$ cat config.mk
export PLATFORM = sky130hd
export DESIGN_NAME = framebuffer_readback_tx
export DESIGN_NICKNAME = d
export VERILOG_FILES = /design/src/rtl/framebuffer_readback_tx_pkg.sv /design/src/rtl/framebuffer_readback_tx_uart_tx_byte.sv /design/src/rtl/framebuffer_readback_tx.sv
export SDC_FILE = /design/constraint.sdc
export NUM_CORES = 1
export LEC_CHECK = 0
export ABC_AREA = 1
export BUFFER_PORTS_ARGS = -buffer_cell sky130_fd_sc_hd__buf_2
export CAP_MARGIN = 10
export CORE_MARGIN = 4
export CORE_UTILIZATION = 60
export CTS_BUF_LIST = sky130_fd_sc_hd__clkbuf_4 sky130_fd_sc_hd__clkbuf_8 sky130_fd_sc_hd__clkbuf_16
export DETAILED_ROUTE_END_ITERATION = 7
export GPL_TIMING_DRIVEN = 0
export PLACE_DENSITY = 0.8
export SYNTH_ARGS = -nofsm -noshare
export SYNTH_HDL_FRONTEND = slang
export SYNTH_HIERARCHICAL = 1
export SYNTH_SLANG_ARGS = --single-unit
$ cat constraint.sdc
create_clock -name clk_in -period 5.8 [get_ports clk_in]
set_input_delay 1.74 -clock clk_in [delete_from_list [all_inputs] [get_ports clk_in]]
set_output_delay 1.74 -clock clk_in [all_outputs]
set_load 0.01 [all_outputs]
$ cat src/rtl/framebuffer_readback_tx_pkg.sv
// framebuffer_readback_tx_pkg
// Row-load protocol constants and the readback FSM state encoding. The
// receive parser in control_module uses the same constants.
//   CMD_ROW_LOAD  : command byte that opens a row frame ("L")
//   FRAME_TERM    : byte that closes a row frame (line feed)
//   ASCII_ZERO    : base for the two decimal row digits
//   BYTES_PER_ROW : data bytes carried in one row frame
//   fb_state_t    : readback FSM states
//   row_digit()   : ASCII tens or units digit of a 5-bit row number
package framebuffer_readback_tx_pkg;

  localparam logic [7:0] CMD_ROW_LOAD  = 8'h4C;
  localparam logic [7:0] FRAME_TERM    = 8'h0A;
  localparam logic [7:0] ASCII_ZERO    = 8'h30;
  localparam int         BYTES_PER_ROW = 128;

  typedef enum logic [2:0] {
    ST_IDLE  = 3'd0,
    ST_HDR   = 3'd1,
    ST_FETCH = 3'd2,
    ST_WAIT  = 3'd3,
    ST_SEND  = 3'd4,
    ST_TRAIL = 3'd5,
    ST_FIN   = 3'd6
  } fb_state_t;

  // Rows only span 0..31, so the tens digit is 0..3 and the units 0..9.
  function automatic logic [7:0] row_digit(input logic [4:0] r, input logic tens);
    if (tens) begin
      return ASCII_ZERO + {3'b000, r / 5'd10};
    end
    return ASCII_ZERO + {3'b000, r % 5'd10};
  endfunction

endpackage

$ cat src/rtl/framebuffer_readback_tx_uart_tx_byte.sv
// uart_tx_byte
// Serialises one byte as 8N1 (start 0, data LSB first, stop 1). Each bit
// cell lasts exactly TICKS_PER_BIT clocks. The line idles high.
// Ports:
//   clk_in    : clock
//   reset     : asynchronous active-low reset
//   load      : byte offer (valid)
//   data      : byte to send, sampled with an accepted load
//   tx_out    : serial line
//   active    : a byte is on the line (not ready)
//   byte_done : one-cycle pulse in the last clock of the stop bit
//
// Handshake: load is a valid strobe and !active is ready; a byte transfers
// in a cycle with load && !active, and its start bit begins on the next
// cycle. A load while active is dropped. byte_done marks the final stop-bit
// clock, so the owner may offer the next byte from the following cycle.
module uart_tx_byte #(
  parameter int TICKS_PER_BIT = 20,
  parameter int TICKS_WIDTH   = 5
) (
  input  logic       clk_in,
  input  logic       reset,
  input  logic       load,
  input  logic [7:0] data,
  output logic       tx_out,
  output logic       active,
  output logic       byte_done
);

  localparam logic [TICKS_WIDTH-1:0] TICK_LAST = TICKS_WIDTH'(TICKS_PER_BIT - 1);

  logic [TICKS_WIDTH-1:0] tick_cnt;
  logic [3:0]             bit_cnt;
  logic [9:0]             shreg;

  logic cell_end;
  assign cell_end  = active && (tick_cnt == TICK_LAST);
  assign byte_done = cell_end && (bit_cnt == 4'd9);
  assign tx_out    = ~active | shreg[0];

  always_ff @(posedge clk_in or negedge reset) begin
    if (!reset) begin
      active   <= 1'b0;
      tick_cnt <= '0;
      bit_cnt  <= '0;
      shreg    <= '1;
    end else if (!active) begin
      if (load) begin
        active   <= 1'b1;
        tick_cnt <= '0;
        bit_cnt  <= '0;
        shreg    <= {1'b1, data, 1'b0};
      end
    end else if (cell_end) begin
      tick_cnt <= '0;
      shreg    <= {1'b1, shreg[9:1]};
      if (bit_cnt == 4'd9) begin
        active <= 1'b0;
      end else begin
        bit_cnt <= bit_cnt + 4'd1;
      end
    end else begin
      tick_cnt <= tick_cnt + TICKS_WIDTH'(1);
    end
  end

endmodule

$ cat src/rtl/framebuffer_readback_tx.sv
// framebuffer_readback_tx
// Reads one framebuffer row through the multimem A-side read port and sends
// it over UART as a row-load frame: "L", two decimal row digits, the row's
// data bytes, then a line feed.
// Ports:
//   clk_in         : clock (clk_root)
//   reset          : asynchronous active-low reset
//   start          : one-cycle dump request, ignored while busy
//   row            : row to dump, sampled on the accepted start
//   abort          : cancel; the byte on the line still completes
//   ram_data_in    : read data, valid the cycle after ram_clk_enable
//   ram_address    : {row, byte index}
//   ram_clk_enable : read strobe, one cycle per data byte
//   tx_out         : UART line, idle high
//   busy           : frame in progress
//   done           : one-cycle pulse after the trailer's stop bit
//   bytes_sent     : bytes completed in the current frame
//   state_dbg      : current FSM state (fb_state_t encoding)
//
// Every byte is preceded by exactly three idle-high clocks: FETCH, WAIT and
// the load cycle for data bytes, and a matching three-cycle gap count for
// header and trailer bytes, so the line timing is uniform across the frame.
module framebuffer_readback_tx #(
  parameter int TICKS_PER_BIT = 20,
  parameter int TICKS_WIDTH   = 5,
  parameter int BYTES_PER_ROW = 128,
  parameter int ADDR_WIDTH    = 12
) (
  input  logic                  clk_in,
  input  logic                  reset,
  input  logic                  start,
  input  logic [4:0]            row,
  input  logic                  abort,
  input  logic [7:0]            ram_data_in,
  output logic [ADDR_WIDTH-1:0] ram_address,
  output logic                  ram_clk_enable,
  output logic                  tx_out,
  output logic                  busy,
  output logic                  done,
  output logic [7:0]            bytes_sent,
  output logic [2:0]            state_dbg
);

  import framebuffer_readback_tx_pkg::*;

  localparam int IDX_W = $clog2(BYTES_PER_ROW);
  localparam logic [IDX_W-1:0] IDX_LAST = IDX_W'(BYTES_PER_ROW - 1);

  fb_state_t        state, state_n;
  logic [4:0]       row_q;
  logic [IDX_W-1:0] idx;
  logic [1:0]       hdr_cnt;
  logic [1:0]       gap_cnt;
  logic             launched;
  logic             abort_q;
  logic [7:0]       tx_hold;

  logic       uart_load;
  logic [7:0] uart_data;
  logic       uart_active;
  logic       byte_done;
  logic       gap_run;
  logic       in_frame;
  logic       stopping;
  logic       start_ok;
  logic [7:0] hdr_byte;

  uart_tx_byte #(
    .TICKS_PER_BIT (TICKS_PER_BIT),
    .TICKS_WIDTH   (TICKS_WIDTH)
  ) u_uart (
    .clk_in    (clk_in),
    .reset     (reset),
    .load      (uart_load),
    .data      (uart_data),
    .tx_out    (tx_out),
    .active    (uart_active),
    .byte_done (byte_done)
  );

  assign in_frame = (state != ST_IDLE) && (state != ST_FIN);
  // Once abort is seen, no new byte is offered; the frame ends when the
  // line is free.
  assign stopping = in_frame && (abort || abort_q);
  // abort beats a simultaneous start.
  assign start_ok = (state == ST_IDLE) && start && !abort;

  assign busy           = in_frame;
  assign done           = (state == ST_FIN);
  assign ram_clk_enable = (state == ST_FETCH) && !stopping;
  assign ram_address    = ADDR_WIDTH'({row_q, idx});
  assign state_dbg      = state;

  always_comb begin
    case (hdr_cnt)
      2'd0:    hdr_byte = CMD_ROW_LOAD;
      2'd1:    hdr_byte = row_digit(row_q, 1'b1);
      default: hdr_byte = row_digit(row_q, 1'b0);
    endcase
  end

  always_comb begin
    state_n   = state;
    uart_load = 1'b0;
    uart_data = tx_hold;
    gap_run   = 1'b0;
    case (state)
      ST_IDLE: begin
        if (start_ok) state_n = ST_HDR;
      end
      ST_HDR: begin
        uart_data = hdr_byte;
        if (!launched) begin
          if (gap_cnt == 2'd2) uart_load = 1'b1;
          else                 gap_run   = 1'b1;
        end else if (byte_done && (hdr_cnt == 2'd2)) begin
          state_n = ST_FETCH;
        end
      end
      ST_FETCH: state_n = ST_WAIT;
      ST_WAIT:  state_n = ST_SEND;
      ST_SEND: begin
        if (!launched) begin
          uart_load = 1'b1;
        end else if (byte_done) begin
          state_n = (idx == IDX_LAST) ? ST_TRAIL : ST_FETCH;
        end
      end
      ST_TRAIL: begin
        uart_data = FRAME_TERM;
        if (!launched) begin
          if (gap_cnt == 2'd2) uart_load = 1'b1;
          else                 gap_run   = 1'b1;
        end else if (byte_done) begin
          state_n = ST_FIN;
        end
      end
      ST_FIN:  state_n = ST_IDLE;
      default: state_n = ST_IDLE;
    endcase
    if (stopping) begin
      uart_load = 1'b0;
      gap_run   = 1'b0;
      if (!uart_active || byte_done) state_n = ST_IDLE;
    end
  end

  always_ff @(posedge clk_in or negedge reset) begin
    if (!reset) begin
      state      <= ST_IDLE;
      row_q      <= '0;
      idx        <= '0;
      hdr_cnt    <= '0;
      gap_cnt    <= '0;
      launched   <= 1'b0;
      abort_q    <= 1'b0;
      tx_hold    <= '0;
      bytes_sent <= '0;
    end else begin
      state <= state_n;
      if (start_ok) begin
        row_q      <= row;
        idx        <= '0;
        hdr_cnt    <= '0;
        gap_cnt    <= '0;
        launched   <= 1'b0;
        bytes_sent <= '0;
      end
      if (uart_load) begin
        launched <= 1'b1;
        gap_cnt  <= '0;
      end else if (gap_run) begin
        gap_cnt <= gap_cnt + 2'd1;
      end
      if (byte_done) begin
        launched   <= 1'b0;
        bytes_sent <= bytes_sent + 8'd1;
        if (state == ST_HDR)  hdr_cnt <= hdr_cnt + 2'd1;
        // The last index wraps to 0 on the way into TRAIL.
        if (state == ST_SEND) idx <= idx + IDX_W'(1);
      end
      if (state == ST_WAIT) tx_hold <= ram_data_in;
      if (state_n == ST_IDLE)       abort_q <= 1'b0;
      else if (abort && in_frame)   abort_q <= 1'b1;
    end
  end

endmodule

### Word-level counts from Yosys, hierarchy flattened

Index checks and enable logic that the tools add are counted.
W data, S select, Z words.

* bitwise gates (word level): 2
* add/subtract/negate cells: 8
* divide/modulo/power cells: 2
* muxes and demuxes: 54
* reductions and logical operators: 26
* equal/unequal tests: 15

Operators with widths (number)
* $mux W10: 3
* $mux W3: 10
* $mux W7: 4
* $mux W1: 18
* $pmux W3 S6: 1
* $mux W4: 4
* $mux W8: 2
* $pmux W8 S2: 1
* $mux W5: 3
* $add A6 B5 Y7 const A: 2
* $pmux W7 S2: 1
* $mux W2: 6
* $eq A3 B3 Y1 const B: 3
* $logic_and A1 B1 Y1: 9
* $reduce_bool A3 Y1: 3
* $add A8 B1 Y8 const B: 1
* $add A7 B1 Y7 const B: 1
* $eq A7 B7 Y1 const B: 1
* $eq A3 B2 Y1 const B: 2
* $logic_not A3 Y1: 2
* $reduce_bool A2 Y1: 3
* $add A5 B1 Y5 const B: 1
* $div A5 B4 Y5 const B: 1
* $eq A5 B5 Y1 const B: 1
* other kinds (18): 24

* logic and storage cells: 120
* register bits: 57
* output and inout port bits: 27
* input port bits: 17

### Longest topological paths before layout

Gate-level depths: netlist of the first run.

* word-level depth: 11
* mapped depth: 17
* mapped depth without buffers: 17

### By module

The synthesis of the first run kept the hierarchy.

By module, submodules not included
* framebuffer_readback_tx: times used 1, area each 2165.8 µm², cells an instance 280, sequential area each 925.9 µm²
* uart_tx_byte: times used 1, area each 1039.7 µm², cells an instance 131, sequential area each 486.7 µm²

### Least setup slack after synthesis of the first run

Ideal clock, no wire load.

* path kind: input to output
* from: input abort
* to: output ram_clk_enable
* data required time: 4.060 ns
* buffers on the path: 0
* arrival time: 2.222 ns
* stages: 2
* setup slack: 1.838 ns
* cell sequence: or2_2 nor2_1

* word-level cells in the longest chain between the ends: 4

Ends and longest elaborated chain
* start, declared: line framebuffer_readback_tx.sv:33 `input logic abort,`
* $logic_or A1 B1 Y1: line framebuffer_readback_tx.sv:84 `assign stopping = in_frame && (abort || abort_q);`
* $logic_and A1 B1 Y1: line framebuffer_readback_tx.sv:84
* $logic_not A1 Y1: line framebuffer_readback_tx.sv:90 `assign ram_clk_enable = (state == ST_FETCH) && !stopping;`
* $logic_and A1 B1 Y1: line framebuffer_readback_tx.sv:90
* end, declared: line framebuffer_readback_tx.sv:36 `output logic ram_clk_enable,`

No other way between the ends.

### Worst setup path after layout of the first run

Ends and elaborated chain as after synthesis.

==> flow_metrics.env, run 1 <==
export IMPL_design_core_area_mm2=0.00514
export IMPL_synth_seq_cells=56
export IMPL_synth_xor_area_share=0.0109
export IMPL_worstSetupStartpointType="input pin"
export IMPL_cp_slowest_cell="or2_2"
export IMPL_htree_levels=2
export IMPL_insertion_delay_ps=310
export IMPL_crit_path_frequent_cell="buf_2"
export IMPL_critical_path_top_delay_family="simple AND/OR/NAND/NOR gates"
export IMPL_synth_cell_types=40
export IMPL_crit_buf_inv=2
export IMPL_hold_path_class="reg -> reg"
export IMPL_worst_pin_slew_ps=1130
export IMPL_path_max_fanout=3
export IMPL_clk_path_buf_depth=2
export IMPL_cp_cell_sequence="buf_2, or2_2, nor2_1, buf_2"
export IMPL_io_buffers=43
export IMPL_rows=26
export IMPL_ys_seq_area_frac=0.441
export IMPL_dp_slack_ps=1670
export IMPL_cts_sinks=56
export IMPL_syn_area_per_cell_um2=7.80
export IMPL_die_w_um=81.1
export IMPL_ant_nets=0
export IMPL_power_mw=1.38
export IMPL_p_leak_nw=1.97
export IMPL_clk_pin_slew_ps=100
export IMPL_tritoncts="yes"
export IMPL_status="finished clean"
export IMPL_vias=2681
export IMPL_antenna_cells=0
export IMPL_synthMuxAreaShare=0.0379
export IMPL_cts_root_buf="clkbuf_8"
export IMPL_grt_overflow_total=0
export IMPL_firstDrtPassIters=4
export IMPL_max_cap_viol_count=0
export IMPL_syn_area_mm2=0.00321
export IMPL_gr_usage_all_layers=0.217
export IMPL_clock_skew_ps=10.0
export IMPL_fin_ws_ps=1670
export IMPL_grt_max_degree=57
export IMPL_grt_pass1_wl_um=11300
export IMPL_post_route_cells_drive_above_1_share=0.218
export IMPL_synth_fp_nets=439
export IMPL_layout_nets=490
export IMPL_grt_pass1_vias=2657
export IMPL_place_gp_congestion=0.872
export IMPL_utilization=0.708
export IMPL_post_cts_buffers=0
export IMPL_ctsResizeCount=0
export IMPL_slew_violations=0
export IMPL_io_pins=44
export IMPL_drcViolationCount=0
export IMPL_max_freq_mhz=242
export IMPL_antenna_found_initial=0
export IMPL_tns_ps=0
export IMPL_hold_viol=0
export IMPL_cp_arrival_ps=2390
export IMPL_powerDensity_mw_per_mm2=379
export IMPL_synth_compound_area_frac=0.0917
export IMPL_dp_hpwl_um=4760
export IMPL_area_delta_synth_final_pct=13.5
export IMPL_worstSetupPathType="in -> out"
export IMPL_required_ps=4060
export IMPL_cts_buffers=5
export IMPL_period_share=0.711
export IMPL_ys_warnings_count=6
export IMPL_cpPeakStageDelay_ps=300
export IMPL_synth_simple_area_share=0.300
export IMPL_synth_top_family_by_area="simple AND/OR/NAND/NOR gates"
export IMPL_drt_initial_drc_count=119
export IMPL_rsz0062_at_grt="no"
export IMPL_wl_per_cell_um=12.0
export IMPL_wl_um=6420
export IMPL_setup_violations=0
export IMPL_syn_inst=411
export IMPL_dp_cells=524
export IMPL_viasPerCell=5.03
export IMPL_die_area_mm2=0.00658
export IMPL_final_cell_count_no_fill=533
export IMPL_start_util=0.624
export IMPL_endpoint_kind="output pin"
export IMPL_vdd_ir_drop_max_v=0.000200
export IMPL_maxSlewHeadroom=0.244
export IMPL_die_h_um=81.1
export IMPL_synth_adder_area_share=0.0429
export IMPL_fin_crit_ps=4130
export IMPL_postCtsHoldBufs=0
-- layout make-up --
| class | instances | area, µm² |
|---|---|---|
| Timing Repair Buffer | 44 | 235 |
| Sequential cell | 56 | 1410 |
| Tap cell | 70 | 87.6 |
| Fill cell | 455 | 1500 |
| Clock buffer | 6 | 76.3 |
| Clock inverter | 2 | 35.0 |
| Multi-Input combinational cell | 297 | 1550 |
| Buffer | 7 | 52.6 |
| Inverter | 51 | 191 |
-- through the flow --
stage	hold slack (ps)	area (µm²)
after CTS	469	3620
after global placement	450	3510
final	466	3640
after global routing	495	3640
after floorplan	442	3210
after detailed placement	454	3510
-- kinds of logic (layout without fill, tap and decap cells) --
logic type / Yosys count / count (layout)
AND/OR/NAND/NOR: 221 / 221
buffers and inverters: 58 / 110
flip-flops: 56 / 56
AO/OA/AOI/OAI: 50 / 50
adder cells (fa/ha/maj): 11 / 11
multiplexers: 11 / 11
XOR/XNOR: 4 / 4
-- sequential cells by signal, summed over array words and instances, names as in the netlist --
| register | flops |
|---|---|
| u_uart/shreg | 9 |
| u_uart/tick_cnt | 5 |
| u_uart/bit_cnt | 4 |
| row_q | 5 |
| hdr_cnt | 2 |
| u_uart/active | 1 |
| launched | 1 |
| gap_cnt | 2 |
| tx_hold | 8 |
| bytes_sent | 8 |
| state_dbg | 3 |
| idx | 7 |
| abort_q | 1 |
-- cells in the mapped netlist --
cell type  count  area share
o22ai_2        1      0.0039
mux2_2         9       0.032
a211oi_2       1      0.0039
nand2_4        1      0.0035
a21boi_0       2      0.0047
nand2_2        4      0.0078
o22ai_1        1      0.0020
nand4_1        1      0.0020
o21ai_0       20       0.031
nor2_4         4       0.014
xor2_1         2      0.0055
inv_1         45       0.053
dfrtp_1       47        0.37
clkbuf_1       1      0.0012
a31oi_1        2      0.0039
dfstp_2        9       0.074
buf_8          1      0.0047
ha_1          11       0.043
nand3b_1       1      0.0023
buf_4          1      0.0023
buf_2          3      0.0047
nand3_4        1      0.0055
buf_6          1      0.0035
nand3_2        2      0.0062
nand3_1       31       0.048
o31ai_1        1      0.0023
o21bai_1       3      0.0070
o21ai_1        3      0.0047
nor2_2         3      0.0059
a22o_1         1      0.0027
a22oi_1        1      0.0023
or2_2          1      0.0020
nor3_1         2      0.0031
mux2i_1        2      0.0062
o21ai_2        1      0.0027
nand2_1      135        0.16
xnor2_1        2      0.0055
inv_2          6      0.0070
a21oi_1       13       0.020
nor2_1        35       0.041
-- worst register-to-register path: stages, from the launching register on --
cell and delay, ps:
dfrtp_1 410, ha_1 220, nand2_1 60, inv_1 120, nand3_4 110, nor3_1 870, nand2_1 210, nor2_1 170
nor2_1 50, nor2_1 100, nand2_1 60, nand2_1 90, nand2_1 60, nor2_1 100, nor2_1 50
-- final timing paths --
check / cells past startpoint / slack, ps / from / to
setup / recovery: 4 / 1670 / abort / ram_clk_enable
hold / removal: 2 / 470 / u_uart/shreg[6] / u_uart/shreg[6]
setup reg to reg: 14 / 2990 / u_uart/tick_cnt[0] / abort_q
hold reg to reg: 2 / 470 / u_uart/shreg[6] / u_uart/shreg[6]
max in group asynchronous: 2 / 3780 / reset / u_uart/shreg[7]
min in group asynchronous: 1 / 1390 / reset / u_uart/tick_cnt[0]
-- layout by cell type (no fill, tap or decap), drive strengths merged, types with 9 or more instances in the layout --
cell / n
a21oi: 13
buf: 50
dfrtp: 47
dfstp: 9
ha: 11
inv: 51
mux2: 9
nand2: 140
nand3: 34
nor2: 42
o21ai: 24
-- per-layer routing --
metal	wire [µm]	part of all wire	track usage	vias up
li1	-	-	-	1406
met1	2900	0.45	0.262	1232
met2	3280	0.51	0.398	35
met3	153	0.024	0.0266	8
met4	93	0.014	0.0760	0
met5	0	0	0	-
-- power breakdown --
group	internal (mW)	switching, mW	leakage (nW)
clock	0.133	0.122	0.0586
sequential	0.496	0.0776	0.702
combinational	0.203	0.346	1.21
total	0.832	0.546	1.97
Power figures use the tool's default switching activity.
==> inputs of run 2 (changes only) <==
Settings changed: CORE_UTILIZATION 60 to 52, PLACE_DENSITY 0.8 to 0.73.
Clock period 5.8 ns to 3.7 ns, I/O delays scaled along.
==> run 2 against run 1 <==
  * Clock power up 31%
  * Power is 52% higher
  * Clock skew is 2.4 ps higher
  * Final cell count is 0.94% higher
  * Largest cell class unchanged
  * Highest routed layer unchanged
==> flow_metrics.env, run 2 (synthesis results as in run 1) <==
export IMPL_status="finished clean"
export IMPL_place_gp_congestion=0.817
export IMPL_drt_initial_drc_count=108
export IMPL_worst_pin_slew_ps=1160
export IMPL_worstSetupPathType="in -> out"
export IMPL_hold_viol=0
export IMPL_antenna_found_initial=0
export IMPL_vias=2697
export IMPL_post_cts_buffers=0
export IMPL_critical_path_top_delay_family="simple AND/OR/NAND/NOR gates"
export IMPL_firstDrtPassIters=4
export IMPL_postCtsHoldBufs=0
export IMPL_maxSlewHeadroom=0.221
export IMPL_swShare=0.413
export IMPL_rows=28
export IMPL_grt_pass1_vias=2675
export IMPL_start_util=0.538
export IMPL_area_delta_synth_final_pct=13.0
export IMPL_cp_cell_sequence="buf_2, or2_2, nor2_1, buf_2"
export IMPL_postLayoutCellArea_mm2=0.00362
export IMPL_htree_levels=2
export IMPL_vdd_ir_drop_max_v=0.000290
export IMPL_p_leak_nw=1.96
export IMPL_ant_nets=0
export IMPL_top_register="u_uart/shreg"
export IMPL_wl_um=6560
export IMPL_cts_root_buf="clkbuf_8"
export IMPL_final_cell_mix="nand2_1, dfrtp_1, buf_2"
export IMPL_antenna_cells=0
export IMPL_mostFrequentLayoutCell="nand2_1"
export IMPL_gr_usage_all_layers=0.189
export IMPL_endpoint_kind="output pin"
export IMPL_p_seq_frac=0.431
export IMPL_cp_arrival_ps=1760
export IMPL_slew_violations=0
export IMPL_clkPwrFrac=0.159
export IMPL_dpl_instance_area_mm2=0.00353
export IMPL_path_max_fanout=3
export IMPL_io_buffers=43
export IMPL_ctsResizeCount=0
export IMPL_power_mw=2.09
export IMPL_clk_path_buf_depth=2
export IMPL_grt_max_degree=31
export IMPL_hold_ws_ps=467
export IMPL_clock_skew_ps=12.4
export IMPL_top_regs="u_uart/shreg x9, bytes_sent x8, tx_hold x8"
export IMPL_crit_buf_inv=2
export IMPL_cts_buffers=5
export IMPL_grt_pass1_wl_um=11500
export IMPL_hold_path_class="reg -> reg"
export IMPL_io_pins=44
export IMPL_tritoncts="yes"
export IMPL_max_freq_mhz=349
export IMPL_p_sw_mw=0.863
export IMPL_die_h_um=86.5
export IMPL_powerDensity_mw_per_mm2=577
export IMPL_grt_overflow_total=0
export IMPL_die_w_um=86.5
export IMPL_largest_reg_flops=9
export IMPL_intPower_mw=1.23
export IMPL_tns_ps=0
export IMPL_cpPeakStageDelay_ps=300
export IMPL_setup_violations=0
export IMPL_fin_crit_ps=2870
export IMPL_max_cap_viol_count=0
export IMPL_insertion_delay_ps=310
export IMPL_worstSetupStartpointType="input pin"
export IMPL_period_share=0.775
export IMPL_drcViolationCount=0
export IMPL_dp_hpwl_um=5080
export IMPL_clk_pin_slew_ps=100
export IMPL_rsz0062_at_grt="no"
export IMPL_required_ps=2590
export IMPL_cts_sinks=56
export IMPL_num_fill_cells=555
export IMPL_viasPerCell=5.01
export IMPL_wl_per_cell_um=12.2
export IMPL_cp_slowest_cell="or2_2"
export IMPL_design_core_area_mm2=0.00596
export IMPL_final_cell_count_no_fill=538
export IMPL_dp_cells=530
export IMPL_layout_nets=490
export IMPL_crit_path_frequent_cell="buf_2"
export IMPL_die_area_mm2=0.00748
export IMPL_combPwrFrac=0.410
export IMPL_post_route_cells_drive_above_1_share=0.218
==> run 2: cell count changes in the layout (fill, tap and decap cells not counted), sizes merged <==
cell    change
clkinv      +2
clkbuf      -1
bufinv      -1
==> run 2: per-layer routing <==
| layer | GRT usage | vias to the layer above | share of wire |
|---|---|---|---|
| li1 | - | 1407 | - |
| met1 | 0.228 | 1247 | 0.45 |
| met2 | 0.341 | 37 | 0.51 |
| met3 | 0.0390 | 6 | 0.030 |
| met4 | 0.0467 | 0 | 0.0087 |
| met5 | 0 | - | 0 |
==> run 2: worst min-delay path: stages (launching register included) <==
cell and delay, ps:
dfstp_2 380, nand2_1 50, nand2_1 40
==> run 2: power groups by stage <==
stage | Combinational [mW] | Clock, mW | Sequential, mW
after floorplan | 0.635 | 0 | 0.903
after global placement | 0.829 | 0 | 0.904
after detailed placement | 0.860 | 0 | 0.912
after CTS | 0.864 | 0.349 | 0.901
after global routing | 0.999 | 0.366 | 0.923
final | 0.857 | 0.333 | 0.901
==> run 2: metrics by stage <==
step	setup WS, ps	utilization
final	834	0.608
after global routing	550	0.608
after CTS	832	0.608
after detailed placement	836	0.593
after global placement	829	0.590
after floorplan	998	-
==> run 2: area by class of cell <==
cell class | count | area, µm² | share of cell area
multi-input cells | 297 | 1550 | 0.428
plain buffers | 7 | 52.6 | 0.0145
repair buffers | 44 | 235 | 0.0649
clock inverters | 3 | 18.8 | 0.00518
clock buffers | 5 | 68.8 | 0.0190
well taps | 75 | 93.8 | 0.0259
flip-flops and latches | 56 | 1410 | 0.390
inverters | 51 | 191 | 0.0528
==> run 2: worst paths after layout <==
path                               startpoint               to  slack, ps  depth (start not counted)
max                                     abort   ram_clk_enable        830                          4
min                           u_uart/shreg[6]  u_uart/shreg[6]        470                          2
max reg2reg                u_uart/tick_cnt[0]          abort_q        890                         13
min reg2reg                   u_uart/shreg[6]  u_uart/shreg[6]        470                          2
max in group asynchronous               reset  u_uart/shreg[1]       2230                          2
min in group asynchronous               reset       tx_hold[0]        820                          1
==> inputs of run 3 (changes only) <==
Clock period 3.7 ns to 2.43 ns, I/O delays scaled along.
==> run 3 against run 2 <==
  * Routed wire length is 0.61% higher
  * Register-to-register slack worse by 620 ps
  * Final cell count is 0.37% higher
  * Largest power group unchanged
  * Highest routed layer unchanged
==> flow_metrics.env, run 3 (synthesis results as in run 1) <==
export IMPL_powerDensity_mw_per_mm2=870
export IMPL_path_max_fanout=7
export IMPL_die_w_um=86.5
export IMPL_start_util=0.538
export IMPL_io_buffers=43
export IMPL_largest_reg_flops=9
export IMPL_wl_per_cell_um=12.2
export IMPL_dp_hpwl_um=5080
export IMPL_rows=28
export IMPL_top_register="u_uart/shreg"
export IMPL_grt_max_degree=31
export IMPL_cts_buffers=5
export IMPL_setup_violations=0
export IMPL_maxSlewHeadroom=0.569
export IMPL_cts_root_buf="clkbuf_8"
export IMPL_crit_path_frequent_cell="nand2_1"
export IMPL_clkPwrFrac=0.159
export IMPL_drcViolationCount=0
export IMPL_grt_pass1_vias=2689
export IMPL_met1_usage=0.229
export IMPL_p_leak_nw=1.97
export IMPL_cp_arrival_ps=2400
export IMPL_cpPeakStageDelay_ps=390
export IMPL_io_pins=44
export IMPL_postLayoutCellArea_mm2=0.00366
export IMPL_grt_overflow_total=0
export IMPL_worstSetupStartpointType="flop"
export IMPL_cp_cell_sequence="ha_1, nand2_1, inv_1, nand3_4, nor3_4, buf_12, inv_2, nor2_1, nand3_1, nand2_1, nand2_1, nand2_1, nor2_1, nor2_1"
export IMPL_layout_nets=492
export IMPL_grt_pass1_wl_um=11600
export IMPL_antenna_found_initial=0
export IMPL_endpoint_kind="flop"
export IMPL_combPwrFrac=0.410
export IMPL_die_area_mm2=0.00748
export IMPL_worstSetupPathType="reg -> reg"
export IMPL_rrSetupSlack_ps=270
export IMPL_critical_path_top_delay_family="simple AND/OR/NAND/NOR gates"
export IMPL_r2r_end="abort_q"
export IMPL_crit_buf_inv=3
export IMPL_post_route_cells_drive_above_1_share=0.224
export IMPL_fin_crit_ps=2160
export IMPL_htree_levels=2
export IMPL_rr_worst_depth=14
export IMPL_design_core_area_mm2=0.00596
export IMPL_antenna_cells=0
export IMPL_cts_sinks=56
export IMPL_utilization=0.615
export IMPL_period_share=0.889
export IMPL_ant_nets=0
export IMPL_mostFrequentLayoutCell="nand2_1"
export IMPL_met3_usage=0.0390
export IMPL_tns_ps=0
export IMPL_vias=2712
export IMPL_drt_initial_drc_count=137
export IMPL_max_freq_mhz=463
export IMPL_top_regs="u_uart/shreg x9, bytes_sent x8, tx_hold x8"
export IMPL_firstDrtPassIters=5
export IMPL_viasPerCell=5.02
export IMPL_worst_pin_slew_ps=647
export IMPL_cp_slowest_cell="dfrtp_1"
export IMPL_r2r_start="u_uart/tick_cnt[0]"
export IMPL_wl_um=6600
export IMPL_status="finished clean"
export IMPL_max_cap_viol_count=0
export IMPL_insertion_delay_ps=310
export IMPL_grtUsageMet2=0.341
export IMPL_p_seq_frac=0.431
export IMPL_dpl_instance_area_mm2=0.00353
export IMPL_gr_usage_all_layers=0.189
export IMPL_vdd_ir_drop_max_v=0.000442
export IMPL_rsz0062_at_grt="no"
export IMPL_area_delta_synth_final_pct=14.2
export IMPL_postCtsHoldBufs=0
export IMPL_clock_skew_ps=12.4
export IMPL_place_gp_congestion=0.817
export IMPL_grt_busiest_layer="met2"
export IMPL_intPower_mw=1.87
export IMPL_hold_viol=0
export IMPL_slew_violations=0
export IMPL_final_cell_mix="nand2_1, dfrtp_1, buf_2"
export IMPL_required_ps=2670
export IMPL_hold_path_class="in -> async"
export IMPL_clk_path_buf_depth=2
export IMPL_tritoncts="yes"
export IMPL_power_mw=3.19
export IMPL_swShare=0.413
export IMPL_clk_pin_slew_ps=100
export IMPL_die_h_um=86.5
export IMPL_p_sw_mw=1.32
[run 3: changes by cell type in the layout (fill, tap and decap cells not counted)]
cell	previous run	this run
buf_12	1	2
nor3_4	0	1
nor3_1	2	1
buf_4	1	2
[run 3: metrics by stage]
step	instances	hold WS, ps	worst slack (ps)
3_5_place_dp	530	452	-357
5_1_grt	540	469	31.7
2_1_floorplan	411	433	289
6_report	540	441	271
4_1_cts	538	445	168
3_3_place_gp	529	450	-314
[run 3: layer usage]
| layer | wire length [µm] | vias up |
|---|---|---|
| met1 | 3010 | 1259 |
| met2 | 3340 | 37 |
| met5 | 0 | - |
| li1 | - | 1410 |
| met4 | 58 | 0 |
| met3 | 188 | 6 |
[run 3: worst reg2reg max path, cell delays in order, from the launching register on]
cell and delay, ps:
dfrtp_1 390, ha_1 220, nand2_1 70, inv_1 100
nand3_4 120, nor3_4 220, buf_12 150, inv_2 60
nor2_1 290, nand3_1 110, nand2_1 90, nand2_1 70
nand2_1 70, nor2_1 40, nor2_1 100
[run 3: power by group through the flow]
stage	clock network (mW)	logic (mW)	registers, mW
floorplan	0	0.968	1.38
global placement	0	1.26	1.38
detailed placement	0	1.31	1.39
CTS	0.532	1.32	1.37
global route	0.557	1.52	1.41
finish	0.507	1.31	1.37
[run 3: area by class of cell]
cell class	instances	area [µm²]
plain buffers	7	52.6
clock buffers	5	68.8
clock inverters	3	18.8
fillers	551	2290
inverters	51	191
multi-input cells	297	1560
flip-flops and latches	56	1410
well taps	75	93.8
repair buffers	46	263
[run 3: repair_timing]
action / in CTS / in global routing
pin swaps: 0 / 1
setup buffers: 0 / 2
endpoints found under the setup margin: 17 / 1
resized for setup: 2 / 0
[run 3: worst max-delay path by stage]
stage | from | endpoint | depth (start not counted)
global route | u_uart/tick_cnt[0] | abort_q | 14
global placement | u_uart/tick_cnt[0] | abort_q | 13
CTS | u_uart/tick_cnt[0] | abort_q | 13
finish | u_uart/tick_cnt[0] | abort_q | 14
floorplan | u_uart/tick_cnt[0] | abort_q | 14
detailed placement | u_uart/tick_cnt[0] | abort_q | 13
